File: config.mk
export PLATFORM = sky130hd
export DESIGN_NAME = uart_top
export DESIGN_NICKNAME = d
export VERILOG_FILES = /design/src/rtl/uart_pkg.sv /design/src/rtl/uart_rx.sv /design/src/rtl/uart_tx.sv /design/src/rtl/uart_top.sv
export SDC_FILE = /design/constraint.sdc
export NUM_CORES = 1
export LEC_CHECK = 0
export CORE_MARGIN = 8
export CORE_UTILIZATION = 55
export CTS_CLUSTER_SIZE = 30
export DETAILED_ROUTE_END_ITERATION = 10
export GPL_TIMING_DRIVEN = 0
export PLACE_DENSITY_LB_ADDON = 0.05
export SYNTH_ARGS = -nofsm -noshare
export SYNTH_HDL_FRONTEND = slang
export SYNTH_SLANG_ARGS = --single-unit
File: constraint.sdc
create_clock -name clk -period 3.8 [get_ports clk]
set_clock_uncertainty 0.2 [all_clocks]
set_input_delay 0.38 -clock clk [delete_from_list [all_inputs] [get_ports clk]]
set_output_delay 0.38 -clock clk [all_outputs]
set_load 0.005 [all_outputs]
File: src/rtl/uart_pkg.sv
// Shared 8N1 frame constants, FSM encodings and the bit-period helper for the UART loopback slice.
// Pure declarations: no timing and no flow control of its own.
package uart_pkg;

  localparam int DATA_BITS  = 8;
  localparam int STOP_BITS  = 1;
  localparam int FRAME_BITS = 1 + DATA_BITS + STOP_BITS;

  typedef enum logic [1:0] {
    TX_IDLE,
    TX_START,
    TX_DATA,
    TX_STOP
  } tx_state_e;

  typedef enum logic [1:0] {
    RX_IDLE,
    RX_START,
    RX_DATA,
    RX_STOP
  } rx_state_e;

  function automatic int calc_clks_per_bit(input int clock_freq, input int baud_rate);
    return clock_freq / baud_rate;
  endfunction

endpackage

File: src/rtl/uart_rx.sv
// 8N1 deserialiser with 2-flop synchroniser and mid-bit sampling; data_valid ~9.5 bit periods + 3 after the start edge.
// No backpressure: each good frame overwrites data_out; framing errors are dropped silently.
module uart_rx
  import uart_pkg::*;
#(
  parameter int CLKS_PER_BIT = 10
) (
  input  logic                 clk,
  input  logic                 rst,
  input  logic                 rx,
  output logic [DATA_BITS-1:0] data_out,
  output logic                 data_valid
);

  localparam int CNT_W = $clog2(CLKS_PER_BIT);
  localparam logic [CNT_W-1:0] CNT_MAX  = CNT_W'(CLKS_PER_BIT - 1);
  localparam logic [CNT_W-1:0] HALF_MAX = CNT_W'(CLKS_PER_BIT / 2 - 1);
  localparam logic [2:0]       BIT_MAX  = 3'(DATA_BITS - 1);

  logic                 sync1_q, sync2_q;
  rx_state_e            state_q, state_d;
  logic [CNT_W-1:0]     cnt_q, cnt_d;
  logic [2:0]           bit_q, bit_d;
  logic [DATA_BITS-1:0] shift_q, shift_d;
  logic [DATA_BITS-1:0] data_q, data_d;
  logic                 valid_q, valid_d;

  always_comb begin
    state_d = state_q;
    cnt_d   = cnt_q;
    bit_d   = bit_q;
    shift_d = shift_q;
    data_d  = data_q;
    valid_d = 1'b0;
    case (state_q)
      RX_IDLE: begin
        if (!sync2_q) begin
          state_d = RX_START;
          cnt_d   = '0;
        end
      end
      RX_START: begin
        // Re-check half a bit in so a short low glitch is not taken as a frame.
        if (cnt_q == HALF_MAX) begin
          cnt_d = '0;
          if (!sync2_q) begin
            state_d = RX_DATA;
            bit_d   = '0;
          end else begin
            state_d = RX_IDLE;
          end
        end else begin
          cnt_d = cnt_q + 1'b1;
        end
      end
      RX_DATA: begin
        if (cnt_q == CNT_MAX) begin
          cnt_d   = '0;
          shift_d = {sync2_q, shift_q[DATA_BITS-1:1]};
          if (bit_q == BIT_MAX) begin
            state_d = RX_STOP;
          end else begin
            bit_d = bit_q + 1'b1;
          end
        end else begin
          cnt_d = cnt_q + 1'b1;
        end
      end
      RX_STOP: begin
        if (cnt_q == CNT_MAX) begin
          cnt_d   = '0;
          state_d = RX_IDLE;
          if (sync2_q) begin
            data_d  = shift_q;
            valid_d = 1'b1;
          end
        end else begin
          cnt_d = cnt_q + 1'b1;
        end
      end
      default: state_d = RX_IDLE;
    endcase
  end

  always_ff @(posedge clk) begin
    if (rst) begin
      sync1_q <= 1'b1;
      sync2_q <= 1'b1;
      state_q <= RX_IDLE;
      cnt_q   <= '0;
      bit_q   <= '0;
      shift_q <= '0;
      data_q  <= '0;
      valid_q <= 1'b0;
    end else begin
      sync1_q <= rx;
      sync2_q <= sync1_q;
      state_q <= state_d;
      cnt_q   <= cnt_d;
      bit_q   <= bit_d;
      shift_q <= shift_d;
      data_q  <= data_d;
      valid_q <= valid_d;
    end
  end

  assign data_out   = data_q;
  assign data_valid = valid_q;

endmodule

File: src/rtl/uart_tx.sv
// 8N1 serialiser: tx falls one cycle after start is accepted; busy spans 10 bit periods per frame.
// start is ignored while busy, except in the last stop cycle, where it chains the next frame with no gap.
module uart_tx
  import uart_pkg::*;
#(
  parameter int CLKS_PER_BIT = 10
) (
  input  logic                 clk,
  input  logic                 rst,
  input  logic                 start,
  input  logic [DATA_BITS-1:0] data_in,
  output logic                 tx,
  output logic                 busy
);

  localparam int CNT_W = $clog2(CLKS_PER_BIT);
  localparam logic [CNT_W-1:0] CNT_MAX = CNT_W'(CLKS_PER_BIT - 1);
  localparam logic [2:0]       BIT_MAX = 3'(DATA_BITS - 1);

  tx_state_e            state_q, state_d;
  logic [CNT_W-1:0]     cnt_q, cnt_d;
  logic [2:0]           bit_q, bit_d;
  logic [DATA_BITS-1:0] shift_q, shift_d;
  logic                 tx_q, tx_d;
  logic                 busy_q, busy_d;

  always_comb begin
    state_d = state_q;
    cnt_d   = cnt_q;
    bit_d   = bit_q;
    shift_d = shift_q;
    tx_d    = tx_q;
    busy_d  = busy_q;
    case (state_q)
      TX_IDLE: begin
        if (start) begin
          state_d = TX_START;
          shift_d = data_in;
          cnt_d   = '0;
          tx_d    = 1'b0;
          busy_d  = 1'b1;
        end
      end
      TX_START: begin
        if (cnt_q == CNT_MAX) begin
          state_d = TX_DATA;
          cnt_d   = '0;
          bit_d   = '0;
          tx_d    = shift_q[0];
        end else begin
          cnt_d = cnt_q + 1'b1;
        end
      end
      TX_DATA: begin
        if (cnt_q == CNT_MAX) begin
          cnt_d = '0;
          if (bit_q == BIT_MAX) begin
            state_d = TX_STOP;
            tx_d    = 1'b1;
          end else begin
            bit_d   = bit_q + 1'b1;
            shift_d = shift_q >> 1;
            tx_d    = shift_q[1];
          end
        end else begin
          cnt_d = cnt_q + 1'b1;
        end
      end
      TX_STOP: begin
        if (cnt_q == CNT_MAX) begin
          cnt_d = '0;
          // A held start request goes straight into the next start bit.
          if (start) begin
            state_d = TX_START;
            shift_d = data_in;
            tx_d    = 1'b0;
          end else begin
            state_d = TX_IDLE;
            busy_d  = 1'b0;
          end
        end else begin
          cnt_d = cnt_q + 1'b1;
        end
      end
      default: state_d = TX_IDLE;
    endcase
  end

  always_ff @(posedge clk) begin
    if (rst) begin
      state_q <= TX_IDLE;
      cnt_q   <= '0;
      bit_q   <= '0;
      shift_q <= '0;
      tx_q    <= 1'b1;
      busy_q  <= 1'b0;
    end else begin
      state_q <= state_d;
      cnt_q   <= cnt_d;
      bit_q   <= bit_d;
      shift_q <= shift_d;
      tx_q    <= tx_d;
      busy_q  <= busy_d;
    end
  end

  assign tx   = tx_q;
  assign busy = busy_q;

endmodule

File: src/rtl/uart_top.sv
// UART loopback: tx is fed straight back into the receiver; data_valid lands ~9.5 bit periods + 3 after start.
// start is ignored while busy; a held start chains frames back-to-back.
module uart_top
  import uart_pkg::*;
#(
  parameter int CLOCK_FREQ = 50000000,
  parameter int BAUD_RATE  = 9600
) (
  input  logic       clk,
  input  logic       rst,
  input  logic       start,
  input  logic [7:0] data_in,
  output logic       tx,
  output logic [7:0] data_out,
  output logic       data_valid,
  output logic       busy
);

  localparam int CLKS_PER_BIT = calc_clks_per_bit(CLOCK_FREQ, BAUD_RATE);

  logic tx_line;

  uart_tx #(
    .CLKS_PER_BIT(CLKS_PER_BIT)
  ) u_tx (
    .clk    (clk),
    .rst    (rst),
    .start  (start),
    .data_in(data_in),
    .tx     (tx_line),
    .busy   (busy)
  );

  uart_rx #(
    .CLKS_PER_BIT(CLKS_PER_BIT)
  ) u_rx (
    .clk       (clk),
    .rst       (rst),
    .rx        (tx_line),
    .data_out  (data_out),
    .data_valid(data_valid)
  );

  assign tx = tx_line;

endmodule

# After elaboration in Yosys (flattened, before gate mapping)
# Index checks and enable logic that the tools add are counted.
dict set report word_totals {
  regBits 65
  word_cells 109
  output_inout_bits 11
  in_bits 11
}
dict set report classes {
  n_eq_ne 25
  n_reduce_logical 18
  bitwise 2
  addsub 4
  mux 46
}
# op count
set op_table {}
lappend op_table {{13-bit 2-to-1 mux} 5}
lappend op_table {{13-bit one-hot mux with 3 select lines} 1}
lappend op_table {{8-bit 2-to-1 mux} 4}
lappend op_table {{13-bit by 1-bit adder with 13-bit output (second input constant)} 2}
lappend op_table {{13-bit == test (second input constant)} 2}
lappend op_table {{13-bit one-hot mux with 2 select lines} 1}
lappend op_table {{8-bit one-hot mux with 3 select lines} 1}
lappend op_table {{2-bit 2-to-1 mux} 11}
lappend op_table {{3-bit 2-to-1 mux} 7}
lappend op_table {{2-bit by 1-bit != test with 1-bit output (second input constant)} 8}
lappend op_table {{2-bit one-hot mux with 4 select lines} 2}
lappend op_table {{5-bit AND reduction} 3}
lappend op_table {{13-bit by 12-bit == test with 1-bit output (second input constant)} 1}
lappend op_table {{2-bit != test (second input constant)} 6}
lappend op_table {{3-bit one-hot mux with 2 select lines} 2}
lappend op_table {{4-bit AND reduction} 3}
lappend op_table {{1-bit 2-to-1 mux} 10}
lappend op_table {{2-bit == test (second input constant)} 4}
lappend op_table {{3-bit by 1-bit adder with 3-bit output (second input constant)} 2}
lappend op_table {{3-bit == test (second input constant)} 2}
lappend op_table {{3-bit AND reduction} 2}
lappend op_table {{2-bit nonzero test} 3}
lappend op_table {{3-bit OR reduction} 2}
lappend op_table {{2-bit by 1-bit == test with 1-bit output (second input constant)} 2}
lappend op_table {{other kinds (7)} 9}

# Longest topological paths before layout
# Gate-level depths: netlist of the first run.
dict set report depth {
  word_depth 4
  depth_mapped 8
  ltp_nobuf 7
}

# Hierarchy
# Synthesis of the first run repeated with hierarchy kept, for this count alone.
dict set report hier_totals {
  cells_unflattened 352
  hier_area_um2 3186.8
}
# module area_each_um2 cells_per_inst seq_area_each_um2 instances
set by_module_without_submodules {}
lappend by_module_without_submodules {uart_rx 1685.4 186 740.7 1}
lappend by_module_without_submodules {uart_tx 1501.4 166 560.5 1}

# Worst setup path after synthesis of the first run
# Ideal clock, no wire load.
dict set report synth_timing {
  kind {flip-flop to flip-flop}
  from {reg u_tx.state_q[0]}
  to {reg u_tx.cnt_q[9]}
  arrival_time_ns 1.679
  stages_incl_launch_ff 9
  path_slack_ns 1.793
  setup_time_ns 0.128
  path_buffers 1
  required_ns 3.472
  period_less_slack_ns 2.007
  path_cell_list {dfxtp_1 -> inv_1 -> ha_1 -> nor2b_1 -> clkbuf_1 -> nor3_1 -> and3_2 -> xnor2_1 -> nor2_1}
}
dict set report synth_between {
  elab_chain_len 3
  elab_cells_between_ends 7
  classes_between {eq/ne (4); mux (1); reduce/logical (2)}
}
# item line_no
set synth_lines {}
lappend synth_lines {{start, declared} uart_tx.sv:20} ;# tx_state_e state_q, state_d;
lappend synth_lines {{start signal, assigned} uart_tx.sv:98} ;# state_q <= state_d;
lappend synth_lines {{2-bit by 1-bit == test with 1-bit output or 2-bit == test (tied branches)} uart_tx.sv:34} ;# case (state_q)
lappend synth_lines {{3-bit OR reduction (no source line)} -}
lappend synth_lines {{13-bit one-hot mux with 2 select lines} uart_tx.sv:34}
lappend synth_lines {{end signal, assigned} uart_tx.sv:99} ;# cnt_q <= cnt_d;
lappend synth_lines {{end, declared} uart_tx.sv:21} ;# logic [CNT_W-1:0] cnt_q, cnt_d;
# Several ways; a longest one is shown, not always the timed one.
# A chain may end at the register's enable or synchronous reset.

# Final worst setup path of the first run
dict set report layout_timing {
  from {reg u_tx.state_q[1]}
  to {reg u_tx.cnt_q[9]}
}
# The elaborated chain is that of the path after synthesis.

==> reports/results.tsv, run 1 <==
stage	metric	value	unit
run_status	status	finished clean	
synthesis	Post-synth EDFFs	0	
floorplanning	num rows	27	
finish	area delta synth->final	16.2	%
timing	Pins Over Slew Limit	0	
run	# Max-Cap Violations	0	
pwr	Leakage	1.44	nW
place	Port Buf Inserts	20	
synthesis	count leader, synth	dfxtp_1	
setup_path	worst-case reg-to-reg path depth	8	
floorplanning	Initial Util	57.4	%
clocking	CTS max path bufs	2	
synthesis	sequential fraction of the synthesis area	40.7	%
finish	layout cells sized above 1	12.1	%
timing	Worst-Margin Slew	0.610	ns
synthesis	Area contributors post-synth	dfxtp_1 (41%), mux2i_1 (7.5%), nor2_1 (6.5%)	
timing	Final Cycle Share	60.1	%
floorplanning	die width	92.2	um
route	Post-Route WL	6140	um
synthesis	top cells by count, synth	dfxtp_1 (65), nor2_1 (55), mux2i_1 (24), nand2_1 (20), ha_1 (16)	
grt	number of global-route vias before repair	2368	
setup_path	CP Capture Type	register	
grt	largest net degree at the start of global routing	13	
timing	Final min period	2.28	ns
synthesis	Gate Count Post-Synth	343	
setup_path	Worst EP arrival	2.30	ns
synthesis	syn avg cell area	9.32	um2
clocking	post-CTS setup buffer count	0	
grt	initial antenna violation count	0	
clocking	clock root buffer master	clkbuf_8	
synthesis	Synth Flop Type	dfxtp_1	
synthesis	Cell variety after synth	56	
synthesis	Async SR Flop Fraction	0	%
floorplanning	core footprint	0.00557	mm2
clocking	clock edge transition at the registers on the reported setup and hold paths	0.07	ns
floorplanning	full die area	0.00851	mm2
timing	Rel. slew slack	59.4	%
clocking	H-tree depth	3	
hold_path	worst hold path type	register to register	
route	First-pass DRT Iterations	4	
finish	Final #Nets	401	
clocking	CTS tree	yes	
grt	global-route wire length before repair	10800	um
synthesis	cell taking the most area after synthesis	dfxtp_1	
place	dpl ws	1.39	ns
route	DR vias	2457	
timing	worst setup margin	1.52	ns
floorplanning	die height	92.2	um
hold_path	WHS Endpoint	u_rx.sync2_q	
route	Via density	5.45	
clocking	Clk Latency, worst-skew pair	0.34	ns
place	gp weighted congestion	0.829	
finish	antenna fix cells	0	
pwr	VDD IR max	0.379	mV
synthesis	Synth Register Bits	65	
timing	RSZ-0062 raised after global routing	false	
clocking	CTS resizes	0	
setup_path	Reg2Reg Setup Slack	1.52	ns
clocking	hold buffer count at CTS	0	
setup_path	worst r2r dst	u_tx.cnt_q[9]	
synthesis	Synth top area share	40.7	%
route	DRT antenna net count	0	
hold_path	min-delay src	u_rx.sync1_q	
place	DP HPWL	4350	um
timing	final setup TNS	0	ns
setup_path	CP Launch Type	register	
synthesis	Net Count, Synth	370	
clocking	cts bufs inserted	9	
setup_path	Crit Reg-Reg Startpoint	u_tx.state_q[1]	
route	drt drc	0	
pwr	pwr/cell area	521	mW/mm2
grt	GRT Overall Usage	15.6	%
timing	Max Clk Rate	438	MHz
synthesis	synth warn	0	
route	initial drt markers	86	
setup_path	critical path class	register to register	
grt	grt ovf	0	
setup_path	CP required	3.82	ns
timing	final setup fails	0	
floorplanning	Ports	22	
hold_path	worst hold path depth	1	
synthesis	Post-Syn Area	0.00320	mm2
timing	Fin. Hold Viols	0	
setup_path	crit-path max FO	9	
clocking	CTS Sinks	65	
route	drt wl/cell	13.6	um
## report_power, final
group | leakage (nW) | switching [mW] | internal, mW | total [mW]
registers | 0.526 | 0.0461 | 0.740 | 0.786
logic | 0.797 | 0.277 | 0.205 | 0.483
clock network | 0.113 | 0.277 | 0.389 | 0.666
## through the flow
stage / util, % / cells / cell area [um2] / power (mW) / hold slack (ns)
2_1_floorplan: - / 343 / 3200 / 1.17 / 0.189
6_report: 66.6 / 451 / 3710 / 1.93 / 0.208
5_1_grt: 66.6 / 451 / 3710 / 2.05 / 0.227
3_5_place_dp: 62.6 / 435 / 3490 / 1.28 / 0.197
4_1_cts: 66.6 / 451 / 3710 / 1.95 / 0.210
3_3_place_gp: 62.6 / 435 / 3490 / 1.27 / 0.191
## layout make-up
type                            instances  area, um2
Multi-Input combinational cell        256       1810
Clock inverter                          6       90.1
Fill cell                             480       1860
Tap cell                               72       90.1
Buffer                                 10       45.0
Sequential cell                        65       1300
Clock buffer                           10        138
Inverter                               12       45.0
Timing Repair Buffer                   20        200
## worst max path at each step
stage                    startpoint             to  cells past startpoint
floorplan           u_tx.state_q[0]  u_tx.cnt_q[9]                      8
global placement              start  u_tx.cnt_q[9]                      7
detailed placement            start  u_tx.cnt_q[9]                      7
CTS                 u_rx.state_q[0]  u_rx.cnt_q[7]                      8
global route        u_tx.state_q[1]  u_tx.cnt_q[9]                      8
finish              u_tx.state_q[1]  u_tx.cnt_q[9]                      8
## placed cells by master (no fill, tap or decap), drive strengths merged, types with 6 or more instances in the layout
cell type	count
a211oi	9
a21oi	15
mux2i	24
clkdlybuf4s50	20
inv	13
o21ai	7
nor3	9
and4bb	6
xnor2	7
clkbuf	16
nand3	16
nor2	55
ha	16
nand2	21
a31oi	6
nand4	7
dfxtp	65
xor2	12
## worst max-delay path, cell delays in order (launching register included)
cell      delay, ns
dfxtp_1        0.40
inv_1          0.11
ha_1           0.26
nor2b_1        0.15
clkbuf_1       0.20
nor3_1         0.43
and3_2         0.25
xnor2_1        0.11
nor2_1         0.05
## kinds of logic after synthesis
family                     synth area share (%)
buffers and inverters                      2.82
muxes                                      7.87
xor gates and xnor gates                   5.21
AOI/OAI and AO/OA                          12.0
DFF                                        40.7
and+or+nand+nor                            25.1
adders and majority gates                  6.26
## per-layer routing
metal	track usage, %	vias up	share of wire, %
li1	-	1281	-
met1	19.4	1138	50
met2	25.0	30	45
met3	3.42	8	3.4
met4	7.25	0	1.4
met5	0	-	0
## state kept, by name, indices dropped and copies added (netlist names), named ones only
register / count
u_rx.sync2_q: 1
u_tx.shift_q: 8
u_tx.cnt_q: 13
u_rx.cnt_q: 13
u_rx.sync1_q: 1
u_tx.bit_q: 3
u_rx.data_valid: 1
u_rx.bit_q: 3
u_rx.data_out: 8
u_tx.tx: 1
u_rx.state_q: 1
u_rx.shift_q: 8
u_tx.state_q: 2
u_tx.busy: 1
No activity file was read; power rests on OpenSTA's default activity.
==> inputs of run 2 (changes only) <==
==> constraint.sdc (replaced) <==
create_clock -name clk -period 2.2 [get_ports clk]
set_clock_uncertainty 0.2 [all_clocks]
set_input_delay 0.22 -clock clk [delete_from_list [all_inputs] [get_ports clk]]
set_output_delay 0.22 -clock clk [all_outputs]
set_load 0.005 [all_outputs]
==> run 2 against run 1 <==
Net effect: sequential cell count stayed put; fmax is 11% higher; utilization is 1.7 points higher; combinational power is 90% higher; highest routed layer unchanged; cell area is 2.6% higher; largest cell class unchanged; register-to-register slack worse by 1.4 ns; worst hold slack better by 0.0028 ns; setup slack worse by 1.4 ns; final cell count is 0.67% higher; sequential power is 73% higher; clock power is 74% higher.
==> reports/results.tsv, run 2 (synthesis results as in run 1) <==
stage	metric	value	unit	change
run_status	status	finished clean		unchanged
finish	Final #Nets	404		was 401
route	First-pass DRT Iterations	4		unchanged
floorplanning	die height	92.2	um	unchanged
setup_path	crit path launch	u_rx.cnt_q[0]		was u_tx.state_q[1]
timing	final setup TNS	0	ns	unchanged
floorplanning	num rows	27		unchanged
hold_path	worst hold path type	register to register		unchanged
clocking	CTS tree	yes		unchanged
setup_path	CP Launch Type	register		unchanged
setup_path	CP required	2.21	ns	was 3.82 ns
hold_path	min-delay src	u_rx.sync1_q		unchanged
route	DRT antenna net count	0		unchanged
floorplanning	core footprint	0.00557	mm2	unchanged
grt	grt ovf	0		unchanged
clocking	clock edge transition at the registers on the reported setup and hold paths	0.08	ns	was 0.07 ns
grt	initial antenna violation count	0		unchanged
clocking	Clk Latency, worst-skew pair	0.34	ns	about the same
setup_path	CP Capture Type	register		unchanged
timing	Rel. slew slack	58.9	%	was 59.4%
timing	Hold WS	0.210	ns	was 0.208 ns
clocking	CTS Sinks	65		unchanged
grt	global-route wire length before repair	10800	um	about the same
clocking	cts bufs inserted	9		unchanged
floorplanning	die width	92.2	um	unchanged
finish	final core utilization	68.4	%	was 66.6%
clocking	hold buffer count at CTS	0		unchanged
timing	Max Clk Rate	486	MHz	was 438 MHz
floorplanning	Ports	22		unchanged
timing	Final min period	2.06	ns	was 2.28 ns
pwr	VDD IR max	0.669	mV	was 0.379 mV
floorplanning	full die area	0.00851	mm2	unchanged
timing	Final Cycle Share	93.5	%	was 60.1%
route	DR vias	2503		was 2457
place	Port Buf Inserts	20		unchanged
place	DP HPWL	4350	um	unchanged
clocking	CTS max path bufs	2		unchanged
timing	Pins Over Slew Limit	0		unchanged
setup_path	critical path class	register to register		unchanged
pwr	Leakage	1.49	nW	was 1.44 nW
finish	biggest regs	u_rx.cnt_q x13, u_tx.cnt_q x13		unchanged
timing	Fin. Hold Viols	0		unchanged
grt	number of global-route vias before repair	2368		unchanged
finish	most frequent cells in the layout	dfxtp_1 (64), nor2_1 (53), mux2i_1 (24)		was dfxtp_1 (65), nor2_1 (55), mux2i_1 (24)
finish	layout cells sized above 1	15.4	%	was 12.1%
route	Via density	5.51		was 5.45
finish	area delta synth->final	19.2	%	was 16.2%
clocking	H-tree depth	3		unchanged
place	gp weighted congestion	0.829		unchanged
route	Post-Route WL	6310	um	was 6140 um
floorplanning	Initial Util	57.4	%	unchanged
timing	final setup fails	0		unchanged
clocking	clock root buffer master	clkbuf_8		unchanged
setup_path	Crit Reg-Reg Startpoint	u_rx.cnt_q[0]		was u_tx.state_q[1]
setup_path	Worst EP arrival	2.07	ns	was 2.30 ns
route	initial drt markers	86		unchanged
route	drt drc	0		unchanged
run	# Max-Cap Violations	0		unchanged
grt	largest net degree at the start of global routing	13		unchanged
finish	commonest non-fill, non-tap cell in the layout	dfxtp_1		unchanged
grt	GRT Overall Usage	15.6	%	unchanged
timing	Worst-Margin Slew	0.617	ns	was 0.610 ns
pwr	pwr/cell area	902	mW/mm2	was 521 mW/mm2
route	drt wl/cell	13.9	um	was 13.6 um
pwr	total power	3.43	mW	was 1.93 mW
setup_path	crit-path max FO	8		was 9
finish	antenna fix cells	0		unchanged
timing	RSZ-0062 raised after global routing	true		was false
-- run 2: layout make-up --
cell class                      count  area (um2)
Multi-Input combinational cell    257        1880
Fill cell                         468        1760
Sequential cell                    65        1300
Timing Repair Buffer               23         223
Clock buffer                       10         138
Clock inverter                      6        90.1
Tap cell                           72        90.1
Inverter                           12        45.0
Buffer                              9        41.3
-- run 2: critical path: stages (launching register included) --
cell	delay, ns
dfxtp_1	0.39
ha_2	0.25
and4bb_4	0.29
and3_1	0.24
nand3_2	0.27
mux2i_1	0.24
nor2_1	0.05
-- run 2: path summary, 6_finish.rpt --
| kind | endpoint | slack [ns] | cells past startpoint |
|---|---|---|---|
| hold / removal | u_rx.sync2_q | 0.21 | 1 |
| hold reg to reg | u_rx.sync2_q | 0.21 | 1 |
| setup / recovery | u_rx.data_out[2] | 0.14 | 6 |
| setup reg to reg | u_rx.data_out[2] | 0.14 | 6 |
-- run 2: where the power goes --
group | switching (mW) | total (mW) | internal [mW]
Combinational | 0.517 | 0.916 | 0.398
Clock | 0.487 | 1.16 | 0.673
Sequential | 0.0800 | 1.36 | 1.28
-- run 2: metal layers --
| metal | part of all wire [%] | vias to the layer above | wire length (um) | global-route usage, % |
|---|---|---|---|---|
| li1 | - | 1289 | - | - |
| met1 | 50 | 1175 | 3140 | 19.4 |
| met2 | 46 | 31 | 2880 | 25.0 |
| met3 | 3.2 | 8 | 205 | 3.42 |
| met4 | 1.4 | 0 | 89 | 7.25 |
| met5 | 0 | - | 0 | 0 |
-- run 2: metrics by stage --
step | instance area [um2] | setup slack [ns] | instances
6_report | 3810 | 0.142 | 454
4_1_cts | 3730 | 0.00297 | 451
3_3_place_gp | 3490 | -0.0477 | 435
2_1_floorplan | 3200 | 0.193 | 343
3_5_place_dp | 3490 | -0.0548 | 435
5_1_grt | 3810 | -0.0439 | 454
-- run 2: timing repair --
action / CTS / global route
setup buffers: 0 / 3
pin swaps: 0 / 4
cloned: 0 / 1
resized for setup: 3 / 12
setup endpoints to repair: 7 / 32
